## config.mk

```make
export PLATFORM = sky130hd
export DESIGN_NAME = move_sequencer
export DESIGN_NICKNAME = d
export VERILOG_FILES = /design/src/rtl/move_sequencer.sv
export SDC_FILE = /design/constraint.sdc
export NUM_CORES = 1
export LEC_CHECK = 0
export CORE_ASPECT_RATIO = 1.1
export CORE_MARGIN = 2
export CORE_UTILIZATION = 60
export CTS_BUF_LIST = sky130_fd_sc_hd__clkbuf_16
export DETAILED_ROUTE_END_ITERATION = 7
export PLACE_DENSITY = 0.94
export SETUP_SLACK_MARGIN = 0.15
export SLEW_MARGIN = 20
export SYNTH_ARGS = -nofsm -noshare
export SYNTH_HDL_FRONTEND = slang
export SYNTH_SLANG_ARGS = --single-unit
```

## constraint.sdc

```tcl
create_clock -name clk -period 7.2 [get_ports clk]
set_input_delay 1.08 -clock clk [delete_from_list [all_inputs] [get_ports clk]]
set_output_delay 1.08 -clock clk [all_outputs]
set_load 0.005 [all_outputs]
```

## src/rtl/move_sequencer.sv

```systemverilog
// Checkers move sequencer: picks a source and destination square with the cursor, validates
// the move against the external board RAM, and writes the updated squares back one per cycle.
module move_sequencer (
    input  logic       clk,
    input  logic       rst,
    input  logic [5:0] cursor_loc,
    input  logic       sel,
    output logic [5:0] rd_addr,
    input  logic [2:0] rd_data,
    output logic       wr_en,
    output logic [5:0] wr_addr,
    output logic [2:0] wr_data,
    output logic       turn,
    output logic [5:0] src_loc,
    output logic       src_valid,
    output logic       err,
    output logic [3:0] red_caps,
    output logic [3:0] blk_caps,
    output logic       game_over
);
    localparam logic [2:0] EMPTY    = 3'd0;
    localparam logic [2:0] RED_MAN  = 3'd1;
    localparam logic [2:0] RED_KING = 3'd2;
    localparam logic [2:0] BLK_MAN  = 3'd3;
    localparam logic [2:0] BLK_KING = 3'd4;
    localparam logic [3:0] MAX_CAPS = 4'd12;

    typedef enum logic [3:0] {
        SRC_WAIT, SRC_RD, SRC_CHK, DST_WAIT, DST_RD, DST_CHK, MID_RD,
        MID_CHK, WR_DST, WR_SRC, WR_MID, DONE, OVER
    } state_t;

    state_t     state;
    logic       sel_q, sel_qq, sel_ev;
    logic [5:0] dst_loc, mid_loc;
    logic [2:0] piece;
    logic       is_jump;
    logic [3:0] dx, dy, adx, ady;
    logic [2:0] mid_x, mid_y, dst_piece;
    logic       rd_red, rd_blk, own_src, opp_mid, backward, geom_ok;

    assign sel_ev = sel_q & ~sel_qq;

    // Zero-extend to 4 bits before subtracting so a 3-bit wrap can never fake a short move.
    assign dx  = {1'b0, dst_loc[5:3]} - {1'b0, src_loc[5:3]};
    assign dy  = {1'b0, dst_loc[2:0]} - {1'b0, src_loc[2:0]};
    assign adx = dx[3] ? (4'd0 - dx) : dx;
    assign ady = dy[3] ? (4'd0 - dy) : dy;
    assign mid_x = src_loc[5:3] + dx[3:1];
    assign mid_y = src_loc[2:0] + dy[3:1];

    assign rd_red   = (rd_data == RED_MAN) || (rd_data == RED_KING);
    assign rd_blk   = (rd_data == BLK_MAN) || (rd_data == BLK_KING);
    assign own_src  = turn ? rd_blk : rd_red;
    assign opp_mid  = turn ? rd_red : rd_blk;
    assign backward = ((piece == RED_MAN) && dy[3]) || ((piece == BLK_MAN) && !dy[3]);
    assign geom_ok  = (adx == ady) && ((adx == 4'd1) || (adx == 4'd2));

    assign dst_piece = ((piece == RED_MAN) && (dst_loc[2:0] == 3'd7)) ? RED_KING :
                       ((piece == BLK_MAN) && (dst_loc[2:0] == 3'd0)) ? BLK_KING : piece;

    // NOTE: every register here uses non-blocking assignments so all updates see pre-edge values.
    always_ff @(posedge clk or negedge rst) begin
        if (!rst) begin
            state     <= SRC_WAIT;
            sel_q     <= 1'b0;
            sel_qq    <= 1'b0;
            turn      <= 1'b0;
            src_loc   <= '0;
            src_valid <= 1'b0;
            dst_loc   <= '0;
            mid_loc   <= '0;
            piece     <= EMPTY;
            is_jump   <= 1'b0;
            rd_addr   <= '0;
            wr_en     <= 1'b0;
            wr_addr   <= '0;
            wr_data   <= '0;
            err       <= 1'b0;
            red_caps  <= '0;
            blk_caps  <= '0;
            game_over <= 1'b0;
        end else begin
            sel_q  <= sel;
            sel_qq <= sel_q;
            wr_en  <= 1'b0;
            err    <= 1'b0;
            case (state)
                SRC_WAIT: if (sel_ev) begin
                    src_loc <= cursor_loc;
                    rd_addr <= cursor_loc;
                    state   <= SRC_RD;
                end
                SRC_RD: state <= SRC_CHK;
                SRC_CHK: begin
                    piece <= rd_data;
                    if (own_src) begin
                        src_valid <= 1'b1;
                        state     <= DST_WAIT;
                    end else begin
                        err   <= 1'b1;
                        state <= SRC_WAIT;
                    end
                end
                DST_WAIT: if (sel_ev) begin
                    if (cursor_loc == src_loc) begin
                        src_valid <= 1'b0;
                        state     <= SRC_WAIT;
                    end else begin
                        dst_loc <= cursor_loc;
                        rd_addr <= cursor_loc;
                        state   <= DST_RD;
                    end
                end
                DST_RD: state <= DST_CHK;
                DST_CHK: begin
                    if ((rd_data != EMPTY) || !geom_ok || backward) begin
                        err   <= 1'b1;
                        state <= DST_WAIT;
                    end else if (adx == 4'd1) begin
                        is_jump <= 1'b0;
                        wr_en   <= 1'b1;
                        wr_addr <= dst_loc;
                        wr_data <= dst_piece;
                        state   <= WR_DST;
                    end else begin
                        is_jump <= 1'b1;
                        mid_loc <= {mid_x, mid_y};
                        rd_addr <= {mid_x, mid_y};
                        state   <= MID_RD;
                    end
                end
                MID_RD: state <= MID_CHK;
                MID_CHK: begin
                    if (opp_mid) begin
                        wr_en   <= 1'b1;
                        wr_addr <= dst_loc;
                        wr_data <= dst_piece;
                        state   <= WR_DST;
                    end else begin
                        err   <= 1'b1;
                        state <= DST_WAIT;
                    end
                end
                // wr_en is raised on entry to each WR state, so it is high for that state's cycle only.
                WR_DST: begin
                    wr_en   <= 1'b1;
                    wr_addr <= src_loc;
                    wr_data <= EMPTY;
                    state   <= WR_SRC;
                end
                WR_SRC: begin
                    if (is_jump) begin
                        wr_en   <= 1'b1;
                        wr_addr <= mid_loc;
                        wr_data <= EMPTY;
                        state   <= WR_MID;
                    end else begin
                        state <= DONE;
                    end
                end
                WR_MID: begin
                    if (!turn) red_caps <= (red_caps == MAX_CAPS) ? MAX_CAPS : red_caps + 4'd1;
                    else       blk_caps <= (blk_caps == MAX_CAPS) ? MAX_CAPS : blk_caps + 4'd1;
                    state <= DONE;
                end
                DONE: begin
                    src_valid <= 1'b0;
                    turn      <= ~turn;
                    if ((red_caps == MAX_CAPS) || (blk_caps == MAX_CAPS)) begin
                        game_over <= 1'b1;
                        state     <= OVER;
                    end else begin
                        state <= SRC_WAIT;
                    end
                end
                OVER:    game_over <= 1'b1;
                default: state <= SRC_WAIT;
            endcase
        end
    end
endmodule

```

==> results of run 1 <==
==> cell usage in the layout (no fill, tap or decap), drive strengths merged, types with 2 or more instances in the layout <==
| cell | netlist | routed |
|---|---|---|
| mux2i | 3 | 3 |
| nand2b | 6 | 6 |
| ha | 14 | 14 |
| or3b | 3 | 3 |
| a21oi | 9 | 9 |
| a211oi | 2 | 2 |
| o31ai | 3 | 3 |
| o22ai | 6 | 6 |
| xnor2 | 9 | 9 |
| xor2 | 8 | 8 |
| o211ai | 6 | 6 |
| nor2b | 5 | 5 |
| nor4 | 8 | 8 |
| buf | 4 | 2 |
| a311oi | 6 | 6 |
| clkbuf | 11 | 5 |
| o21bai | 4 | 4 |
| mux2 | 25 | 25 |
| nand2 | 19 | 19 |
| a31oi | 8 | 8 |
| nor2 | 14 | 14 |
| a21boi | 5 | 5 |
| clkinv | 1 | 3 |
| dfrtp | 56 | 56 |
| o2bb2ai | 4 | 4 |
| a22oi | 8 | 8 |
| inv | 20 | 20 |
| o21ai | 22 | 22 |
| a21o | 2 | 2 |
| nor3 | 14 | 14 |
| fa | 4 | 4 |
| and3b | 2 | 2 |
| nand3 | 16 | 16 |
| clkdlybuf4s50 | 0 | 44 |
| a2bb2oi | 2 | 2 |
| nand4 | 5 | 5 |
==> stage by stage <==
step           utilization, %  cell area (µm²)  hold slack, ns  instances
2_1_floorplan               -             3490           0.368        351
3_5_place_dp             69.7             3970           0.388        459
3_3_place_gp             69.7             3970           0.379        459
5_1_grt                  72.7             4140           0.426        467
6_report                 72.7             4140           0.400        467
4_1_cts                  72.7             4140           0.404        467
==> cell type report <==
| cell class | instances | area, µm² | share of cell area (%) |
|---|---|---|---|
| Clock inverter | 3 | 47.5 | 1.15 |
| Multi-Input combinational cell | 259 | 1940 | 46.8 |
| Clock buffer | 5 | 125 | 3.02 |
| Timing Repair Buffer | 46 | 453 | 10.9 |
| Inverter | 21 | 78.8 | 1.90 |
| Sequential cell | 56 | 1400 | 33.8 |
| Tap cell | 77 | 96.3 | 2.33 |
==> routing by layer <==
metal,vias up,GRT usage (%)
li1,1388,-
met1,1500,35.3
met2,155,45.3
met3,28,3.79
met4,0,15.5
met5,-,0
==> critical path, delay by kind of cell (launching register included) <==
family,cells,cell delay (ns)
adders and majority gates,3,1.03
and+or+nand+nor,1,0.23
xor gates and xnor gates,1,0.17
buffers and inverters,2,0.14
AOI/OAI and AO/OA,2,1.30
muxes,1,0.40
DFF,1,0.44
==> final timing paths <==
| kind | cells after the start | end | slack [ns] |
|---|---|---|---|
| max reg2reg | 10 | wr_addr[5] | 3.35 |
| max in group asynchronous | 2 | wr_addr[3] | 5.81 |
| max | 10 | wr_addr[5] | 3.35 |
| min | 0 | sel_qq | 0.40 |
| min reg2reg | 0 | sel_qq | 0.40 |
| min in group asynchronous | 2 | sel_q | 0.91 |
==> logic make-up after synthesis <==
group | count (synthesis) | synth area share, %
buffers and inverters | 36 | 4.23
multiplexers | 28 | 8.93
AND/OR/NAND/NOR | 98 | 15.1
AO/OA/AOI/OAI | 98 | 20.0
flip-flops | 56 | 40.2
XOR/XNOR | 17 | 4.27
adder cells (fa/ha/maj) | 18 | 7.32
==> power breakdown <==
part	switching (W)	total [W]	internal, W	leakage (nW)
clock network	0.000116	0.000281	0.000165	0.0840
registers	0.000146	0.000558	0.000412	0.712
logic	0.000767	0.00135	0.000579	0.935
total	0.00103	0.00219	0.00116	1.73
==> sequential cells by signal, indices dropped and copies added, names as in the netlist, 3 cells and up <==
register  flops
blk_caps      4
src_loc       6
rd_addr       6
red_caps      4
state         4
piece         3
wr_data       3
mid_loc       6
wr_addr       6
dst_loc       6
==> metrics.md, run 1 <==
| Metric | Value |
|---|---|
| Clock Path Buffers | `2` |
| CP required | `7.38 ns` |
| Final worst slack | `3.35 ns` |
| Die area | `6440 µm²` |
| Setup WS pre-CTS | `3.47 ns` |
| Top-area cell type share of the netlist area | `40.2%` |
| Worst Setup Start Kind | `register` |
| All-Layer GR Usage | `27.7%` |
| Fin. max-slew vios | `0` |
| Total power | `0.00219 W` |
| Total negative setup slack | `0 ns` |
| Max Fclk | `260 MHz` |
| CTS tree | `built` |
| Initial core utilization | `61.2%` |
| Commonest cells in the netlist | `56 x dfrtp_1, 24 x mux2_2, 21 x o21ai_0` |
| Ant diodes | `0` |
| Row count | `29` |
| Slew headroom | `30.9%` |
| CTS resizes | `0` |
| Vias | `3071` |
| H-Tree Depth | `2` |
| Layout cells sized above 1 | `10.5%` |
| CTS sink count | `56` |
| Post-synthesis sequential area ratio | `40.2%` |
| Reg clk slew, reported paths | `0.07 ns` |
| WL met2 | `4.28 mm` |
| Outcome | `completed` |
| Worst Clk Skew | `0.00671 ns` |
| Yosys cell types | `61` |
| EDFF count, synth | `0` |
| First-pass GRT wire length | `14.2 mm` |
| Final WL | `8.64 mm` |
| Gr ovfl total | `0` |
| Setup Fix Bufs, Post-CTS | `0` |
| Slowest library cell on the worst path | `a2bb2oi_1` |
| LEAKAGE | `1.73 nW` |
| Synthesized flop and latch total | `56` |
| # IOs | `46` |
| IO Port Bufs | `45` |
| Max Used Layer | `met4` |
| Routed wire per std cell | `18.5 µm` |
| Crit Path Max Fanout | `11` |
| Die extent in x | `76.7 µm` |
| Part of the cycle the worst path needs | `53.5%` |
| Synth area leader | `dfrtp_1` |
| Fill count | `423` |
| GP Congestion | `0.962` |
| Mapped Area | `3490 µm²` |
| Crit-path max cell delay | `0.83 ns` |
| Cell count after synthesis | `351` |
| Number of global-route vias before repair | `2866` |
| MaxCap Viol Count | `0` |
| Critical path, cell by cell | `ha_1 -> inv_1 -> fa_1 -> inv_1 -> ha_1 -> xor2_1 -> a2bb2oi_1 -> nor2_1 -> a31oi_4 -> mux2_2` |
| Largest net degree at the start of global routing | `57` |
| Top-count cell post-synth | `dfrtp_1` |
| Cell area power density | `528 nW/µm²` |
| Post-CTS Hold Buffers | `0` |
| Core Region | `5700 µm²` |
| Routed Antenna Nets | `0` |
| FFs w/ async S/R, synth | `100%` |
| Initial drt markers | `388` |
| Clk_lat worst skew | `0.30 ns` |
| RSZ-0062 raised after global routing | `no` |
| DPL Wire Length | `6.16 mm` |
| Setup Crit Path Kind | `register to register` |
| Vias/cell | `6.58` |
| Worst path arrival time | `4.03 ns` |
| Final #Nets | `419` |
| Met3 wire length | `511 µm` |
| Synth area leaders | `dfrtp_1 40%, mux2_2 7.7%, ha_1 5.0%, o21ai_0 3.0%, fa_1 2.3%` |
| Initial antenna violation count | `0` |
| Slew @ Worst Pin | `1.03 ns` |
| Crit path from | `src_loc[3]` |
| Final hold violations | `0` |
| Min-delay src | `sel_q` |
| Min Tclk post-route | `3.85 ns` |
| Top FF cell, synth | `dfrtp_1` |
| Critical Path End Type | `register` |
| DIE HEIGHT | `84.0 µm` |
| Total CTS buffers | `5` |
| Synth warnings | `0` |
| Residual DRC | `0` |
| Class of the worst hold path | `register to register` |
| Net Count, Synth | `381` |
| CTS root buf | `clkbuf_16` |
| Area delta synth->final | `18.7%` |
| First-pass iteration count of the detailed router | `6` |
| Routed met1 length | `3.51 mm` |
| Final setup fails | `0` |
| Avg Cell Area, Syn | `9.94 µm²` |
| Critical R2R Launch | `src_loc[3]` |
| Worst IR Drop VDD | `0.268 mV` |
Note: power is estimated with default switching activity, not from simulation.
==> run 2: changes to the inputs <==
- CORE_UTILIZATION: 60 -> 50
- PLACE_DENSITY: 0.94 -> 0.84
- clock period: 7.2 -> 3.4 ns (I/O delays scaled with it)
==> run 2 against run 1 <==
  * Final cell count grew 6.9%
  * Die area is 19% higher
  * Utilization is 5.3 points lower
  * Sequential power grew 100%
  * Worst setup slack got worse by 3.3 ns
  * Combinational power increased to 2.7 times the previous value
  * Clock power rose by 110%
  * Non-clock buffer count rose by 26
  * Clock skew down 0.0022 ns
  * Clock-buffer cell count unchanged
  * Critical path type unchanged
  * Critical endpoint is now is_jump
  * Largest power group unchanged
==> metrics.md, run 2 (synthesized netlist as in run 1, its figures left out) <==
| Metric | Value |
|---|---|
| Outcome | `completed (unchanged)` |
| Power share of the combinational group | `68.0% (was 61.6%)` |
| H-Tree Depth | `2 (unchanged)` |
| Part of the cycle the worst path needs | `99.1% (was 53.5%)` |
| Crit Path Max Fanout | `6 (was 11)` |
| Residual DRC | `0 (unchanged)` |
| Fin. max-slew vios | `0 (unchanged)` |
| Core Region | `6670 µm² (was 5700 µm²)` |
| Slew headroom | `43.0% (was 30.9%)` |
| Total negative setup slack | `0 ns (unchanged)` |
| Largest net degree at the start of global routing | `38 (was 57)` |
| Final instance area | `4490 µm² (was 4140 µm²)` |
| First-pass GRT wire length | `15.5 mm (was 14.2 mm)` |
| Slew @ Worst Pin | `0.848 ns (was 1.03 ns)` |
| LEAKAGE | `1.88 nW (was 1.73 nW)` |
| Register-to-register setup slack | `0.03 ns (was 3.35 ns)` |
| Area post-placement | `4060 µm² (was 3970 µm²)` |
| CTS root buf | `clkbuf_16 (unchanged)` |
| Initial core utilization | `52.3% (was 61.2%)` |
| Internal Pwr Total | `0.00284 W (was 0.00116 W)` |
| CP endpoint | `is_jump (was wr_addr[5])` |
| Reg clk slew, reported paths | `0.07 ns (about the same)` |
| MaxCap Viol Count | `0 (unchanged)` |
| Row count | `31 (was 29)` |
| Vias/cell | `6.52 (was 6.58)` |
| Die area | `7660 µm² (was 6440 µm²)` |
| Sw Pwr | `0.00253 W (was 0.00103 W)` |
| Total CTS buffers | `5 (unchanged)` |
| DPL Wire Length | `6.69 mm (was 6.16 mm)` |
| Critical R2R Capture | `is_jump (was wr_addr[5])` |
| Initial antenna violation count | `0 (unchanged)` |
| Clock Path Buffers | `2 (unchanged)` |
| All-Layer GR Usage | `25.1% (was 27.7%)` |
| Worst Clk Skew | `0.00453 ns (was 0.00671 ns)` |
| Most frequent cells in the layout | `56 x dfrtp_1, 44 x clkdlybuf4s50_1, 24 x buf_4 (was 56 x dfrtp_1, 44 x clkdlybuf4s50_1, 24 x mux2_2)` |
| Routed wire per std cell | `19.7 µm (was 18.5 µm)` |
| GP Congestion | `0.986 (was 0.962)` |
| Most common cell after layout, fill and taps aside | `dfrtp_1 (unchanged)` |
| Final setup fails | `0 (unchanged)` |
| CP required | `3.58 ns (was 7.38 ns)` |
| Clock share of power | `11.1% (was 12.9%)` |
| Layout cells sized above 1 | `20.9% (was 10.5%)` |
| Crit path from | `dst_loc[3] (was src_loc[3])` |
| Worst Setup Start Kind | `register (unchanged)` |
| Final hold violations | `0 (unchanged)` |
| Critical Path End Type | `register (unchanged)` |
| Final #Nets | `446 (was 419)` |
| Worst IR Drop VDD | `0.654 mV (was 0.268 mV)` |
| Initial drt markers | `324 (was 388)` |
| Reg2reg path depth | `13 (was 10)` |
| RSZ-0062 raised after global routing | `yes (was no)` |
| Area delta synth->final | `28.8% (was 18.7%)` |
| Layout Utilization | `67.4% (was 72.7%)` |
| Max Fclk | `297 MHz (was 260 MHz)` |
| Min Tclk post-route | `3.37 ns (was 3.85 ns)` |
| Worst path arrival time | `3.55 ns (was 4.03 ns)` |
| Cell area power density | `1200 nW/µm² (was 528 nW/µm²)` |
| Vias | `3253 (was 3071)` |
| Critical R2R Launch | `dst_loc[3] (was src_loc[3])` |
| CTS tree | `built (unchanged)` |
| Gr ovfl total | `0 (unchanged)` |
| Die extent in x | `83.6 µm (was 76.7 µm)` |
| Number of global-route vias before repair | `3129 (was 2866)` |
| Clk_lat worst skew | `0.30 ns (about the same)` |
| # IOs | `46 (unchanged)` |
| First-pass iteration count of the detailed router | `5 (was 6)` |
| Final WL | `9.85 mm (was 8.64 mm)` |
| Total power | `0.00537 W (was 0.00219 W)` |
| Ant diodes | `0 (unchanged)` |
| Switching portion of total power | `47.1% (about the same)` |
| Routed Antenna Nets | `0 (unchanged)` |
| CTS sink count | `56 (unchanged)` |
| DIE HEIGHT | `91.6 µm (was 84.0 µm)` |
| Sequential share of power | `21.0% (was 25.5%)` |
| Setup Crit Path Kind | `register to register (unchanged)` |
| IO Port Bufs | `45 (unchanged)` |
| Class of the worst hold path | `input port to async pin (was register to register)` |
-- run 2: routing by layer --
metal  GRT usage (%)  vias to the layer above  routed length, µm  part of all wire [%]
met3            3.45                       60                775                   7.9
met2            41.7                      219               4830                    49
met1            32.8                     1533               3800                    39
met4            10.6                        0                441                   4.5
li1                -                     1441                  -                     -
met5               0                        -                  0                     0
-- run 2: how the worst min path moves through the flow --
stage	to	slack (ns)	depth (start not counted)
4_1_cts	err	0.18	1
2_1_floorplan	blk_caps[0]	0.21	0
3_3_place_gp	sel_qq	0.38	0
5_1_grt	wr_addr[3]	0.20	1
6_report	err	0.17	1
3_5_place_dp	sel_qq	0.40	0
-- run 2: final cells by class --
cell class | instances | area, µm²
Clock buffer | 5 | 125
Clock inverter | 3 | 42.5
Fill cell | 469 | 2180
Inverter | 21 | 78.8
Multi-Input combinational cell | 260 | 2080
Sequential cell | 56 | 1400
Tap cell | 82 | 103
Timing Repair Buffer | 72 | 659
-- run 2: repair_timing --
action / CTS / global route
pin swaps: 10 / 11
setup buffers: 8 / 7
resized for setup: 11 / 19
setup endpoints to repair: 21 / 27
cloned: 1 / 0
hold buffers: 0 / 0
-- run 2: power groups by stage --
| stage | logic (W) | registers, W | clock network [W] |
|---|---|---|---|
| after global routing | 0.00385 | 0.00115 | 0.000623 |
| after global placement | 0.00290 | 0.00111 | 0 |
| after detailed placement | 0.00301 | 0.00113 | 0 |
| after floorplan | 0.00204 | 0.00107 | 0 |
| after CTS | 0.00321 | 0.00111 | 0.000598 |
| final | 0.00365 | 0.00113 | 0.000596 |
-- run 2: through the flow --
stage,hold WS [ns],cells,setup WS (ns)
floorplan,0.214,351,0.190
global placement,0.380,475,0.147
detailed placement,0.396,475,-0.0173
CTS,0.177,492,0.0917
global route,0.200,499,-0.0925
finish,0.170,499,0.0310
-- run 2: worst max-delay path, cell delays in order, from the launching register on --
cell	delay, ns
dfrtp_1	0.39
inv_1	0.06
ha_2	0.19
inv_2	0.04
fa_1	0.52
inv_2	0.06
ha_4	0.16
or3b_4	0.40
o31ai_4	0.18
xor2_1	0.28
o2111a_2	0.42
buf_6	0.15
nand3_2	0.07
mux2_4	0.32
==> run 3: changes to the inputs <==
- CORE_ASPECT_RATIO: 1.1 -> 2
==> run 3 against run 2 <==
  * Largest cell class unchanged
  * Largest power group unchanged
  * Critical endpoint is now wr_addr[4]
  * Combinational power is 7.1% lower
  * Clock power is 3% lower
  * Final area is 2.7% lower
  * Total power is 5.0% lower
  * Routed wire length is 9.4% lower
  * Critical path depth is 1 lower
  * Worst setup slack better by 0.16 ns
  * Global-route usage is 0.33 points lower
  * Highest routed layer unchanged
==> metrics.md, run 3 (synthesized netlist as in run 1, its figures left out) <==
| Metric | Value |
|---|---|
| Outcome | `completed (unchanged)` |
| All-Layer GR Usage | `24.8% (was 25.1%)` |
| Routed Antenna Nets | `0 (unchanged)` |
| Final worst slack | `0.195 ns (was 0.0310 ns)` |
| Initial drt markers | `253 (was 324)` |
| DPL Wire Length | `6.39 mm (was 6.69 mm)` |
| Die area | `7700 µm² (was 7660 µm²)` |
| Critical R2R Launch | `dst_loc[0] (was dst_loc[3])` |
| Post-CTS Hold Buffers | `0 (unchanged)` |
| Worst Clk Skew | `0.00635 ns (was 0.00453 ns)` |
| DIE HEIGHT | `122 µm (was 91.6 µm)` |
| Initial antenna violation count | `0 (unchanged)` |
| Setup WS pre-CTS | `0.0201 ns (was -0.0173 ns)` |
| Row count | `43 (was 31)` |
| # IOs | `46 (unchanged)` |
| Max Fclk | `312 MHz (was 297 MHz)` |
| Slew @ Worst Pin | `0.902 ns (was 0.848 ns)` |
| Residual DRC | `0 (unchanged)` |
| Most common cell after layout, fill and taps aside | `dfrtp_1 (unchanged)` |
| Finished Layout Cells | `501 (was 499)` |
| Core Region | `6830 µm² (was 6670 µm²)` |
| Die extent in x | `63.1 µm (was 83.6 µm)` |
| H-Tree Depth | `2 (unchanged)` |
| Clock Path Buffers | `2 (unchanged)` |
| Worst IR Drop VDD | `1.10 mV (was 0.654 mV)` |
| Crit Path Max Fanout | `8 (was 6)` |
| CP required | `3.58 ns (about the same)` |
| CTS tree | `built (unchanged)` |
| Clk_lat worst skew | `0.30 ns (about the same)` |
| Final instance area | `4370 µm² (was 4490 µm²)` |
| RSZ-0062 raised after global routing | `yes (unchanged)` |
| Final setup fails | `0 (unchanged)` |
| Slew headroom | `39.6% (was 43.0%)` |
| Min Tclk post-route | `3.20 ns (was 3.37 ns)` |
| Number of global-route vias before repair | `2987 (was 3129)` |
| Cell area power density | `1170 nW/µm² (was 1200 nW/µm²)` |
| Layout cells sized above 1 | `18.2% (was 20.9%)` |
| Part of the cycle the worst path needs | `94.3% (was 99.1%)` |
| Critical Path End Type | `register (unchanged)` |
| Vias | `3030 (was 3253)` |
| Initial core utilization | `51.1% (was 52.3%)` |
| Most frequent cells in the layout | `56 x dfrtp_1, 44 x clkdlybuf4s50_1, 24 x mux2_2 (was 56 x dfrtp_1, 44 x clkdlybuf4s50_1, 24 x buf_4)` |
| Total CTS buffers | `5 (unchanged)` |
| LEAKAGE | `1.83 nW (was 1.88 nW)` |
| Gr ovfl total | `0 (unchanged)` |
| Critical R2R Capture | `wr_addr[4] (was is_jump)` |
| Ant diodes | `0 (unchanged)` |
| Register-to-register setup slack | `0.20 ns (was 0.03 ns)` |
| IO Port Bufs | `45 (unchanged)` |
| Vias/cell | `6.05 (was 6.52)` |
| Placed Cells | `483 (was 475)` |
| Reg clk slew, reported paths | `0.07 ns (about the same)` |
| Final #Nets | `440 (was 446)` |
| Area post-placement | `4070 µm² (was 4060 µm²)` |
| Fin. max-slew vios | `0 (unchanged)` |
| Area delta synth->final | `25.4% (was 28.8%)` |
| First-pass iteration count of the detailed router | `5 (unchanged)` |
| MaxCap Viol Count | `0 (unchanged)` |
| CTS root buf | `clkbuf_16 (unchanged)` |
| GP Congestion | `0.867 (was 0.986)` |
| Largest net degree at the start of global routing | `30 (was 38)` |
| CTS sink count | `56 (unchanged)` |
| Setup Crit Path Kind | `register to register (unchanged)` |
| Fill count | `543 (was 469)` |
| Final WL | `8.93 mm (was 9.85 mm)` |
| First-pass GRT wire length | `14.8 mm (was 15.5 mm)` |
| Reg2reg path depth | `12 (was 13)` |
| Worst Setup Start Kind | `register (unchanged)` |
| Class of the worst hold path | `input port to async pin (unchanged)` |
| Total negative setup slack | `0 ns (unchanged)` |
| Routed wire per std cell | `17.8 µm (was 19.7 µm)` |
| Worst path arrival time | `3.39 ns (was 3.55 ns)` |
| Final hold violations | `0 (unchanged)` |
==> run 3: metrics by stage <==
| stage | power, W | utilization (%) | hold slack [ns] |
|---|---|---|---|
| 2_1_floorplan | 0.00311 | - | 0.214 |
| 3_3_place_gp | 0.00403 | 59.5 | 0.380 |
| 3_5_place_dp | 0.00409 | 59.5 | 0.388 |
| 4_1_cts | 0.00494 | 63.3 | 0.247 |
| 5_1_grt | 0.00546 | 64.0 | 0.271 |
| 6_report | 0.00510 | 64.0 | 0.233 |
==> run 3: worst max-delay path: stages (launching register included) <==
cell and delay [ns]:
dfrtp_1 0.39, inv_2 0.07, ha_4 0.13, inv_2 0.03
fa_1 0.50, inv_1 0.05, ha_2 0.17, or3b_4 0.40
o31ai_4 0.24, mux2i_1 0.25, o2111a_2 0.31, a31oi_4 0.19
mux2_4 0.35
==> run 3: report_power, final <==
group	total [W]	switching [W]	internal (W)
logic	0.00339	0.00182	0.00158
registers	0.00113	0.000255	0.000874
clock network	0.000580	0.000234	0.000346
==> run 3: layout make-up <==
class,count,area (µm²),area share [%]
Inverter,21,78.8,1.80
Timing Repair Buffer,67,611,14.0
Sequential cell,56,1400,32.0
Multi-Input combinational cell,259,2000,45.8
Clock inverter,3,42.5,0.973
Tap cell,90,113,2.58
Clock buffer,5,125,2.86
==> run 3: worst max path at each step <==
stage	slack (ns)	startpoint	to	depth (start not counted)
global route	0.07	dst_loc[0]	wr_addr[4]	12
detailed placement	0.02	dst_loc[0]	wr_addr[4]	12
floorplan	0.19	src_loc[3]	mid_loc[0]	12
finish	0.20	dst_loc[0]	wr_addr[4]	12
global placement	0.1	dst_loc[0]	wr_addr[4]	12
CTS	0.12	dst_loc[3]	wr_addr[4]	12
==> run 3: what timing repair did <==
action | in CTS | in global routing
setup endpoints to repair | 17 | 28
buffers inserted | 8 | 2
gates cloned | 0 | 0
pin swaps | 8 | 12
resized for setup | 8 | 8
==> run 3: routing by layer <==
layer,vias up,global-route usage (%),share of wire [%]
met2,136,41.9,51
met3,25,4.80,6.8
li1,1418,-,-
met1,1451,30.2,39
met4,0,11.5,3.5
met5,-,0,0
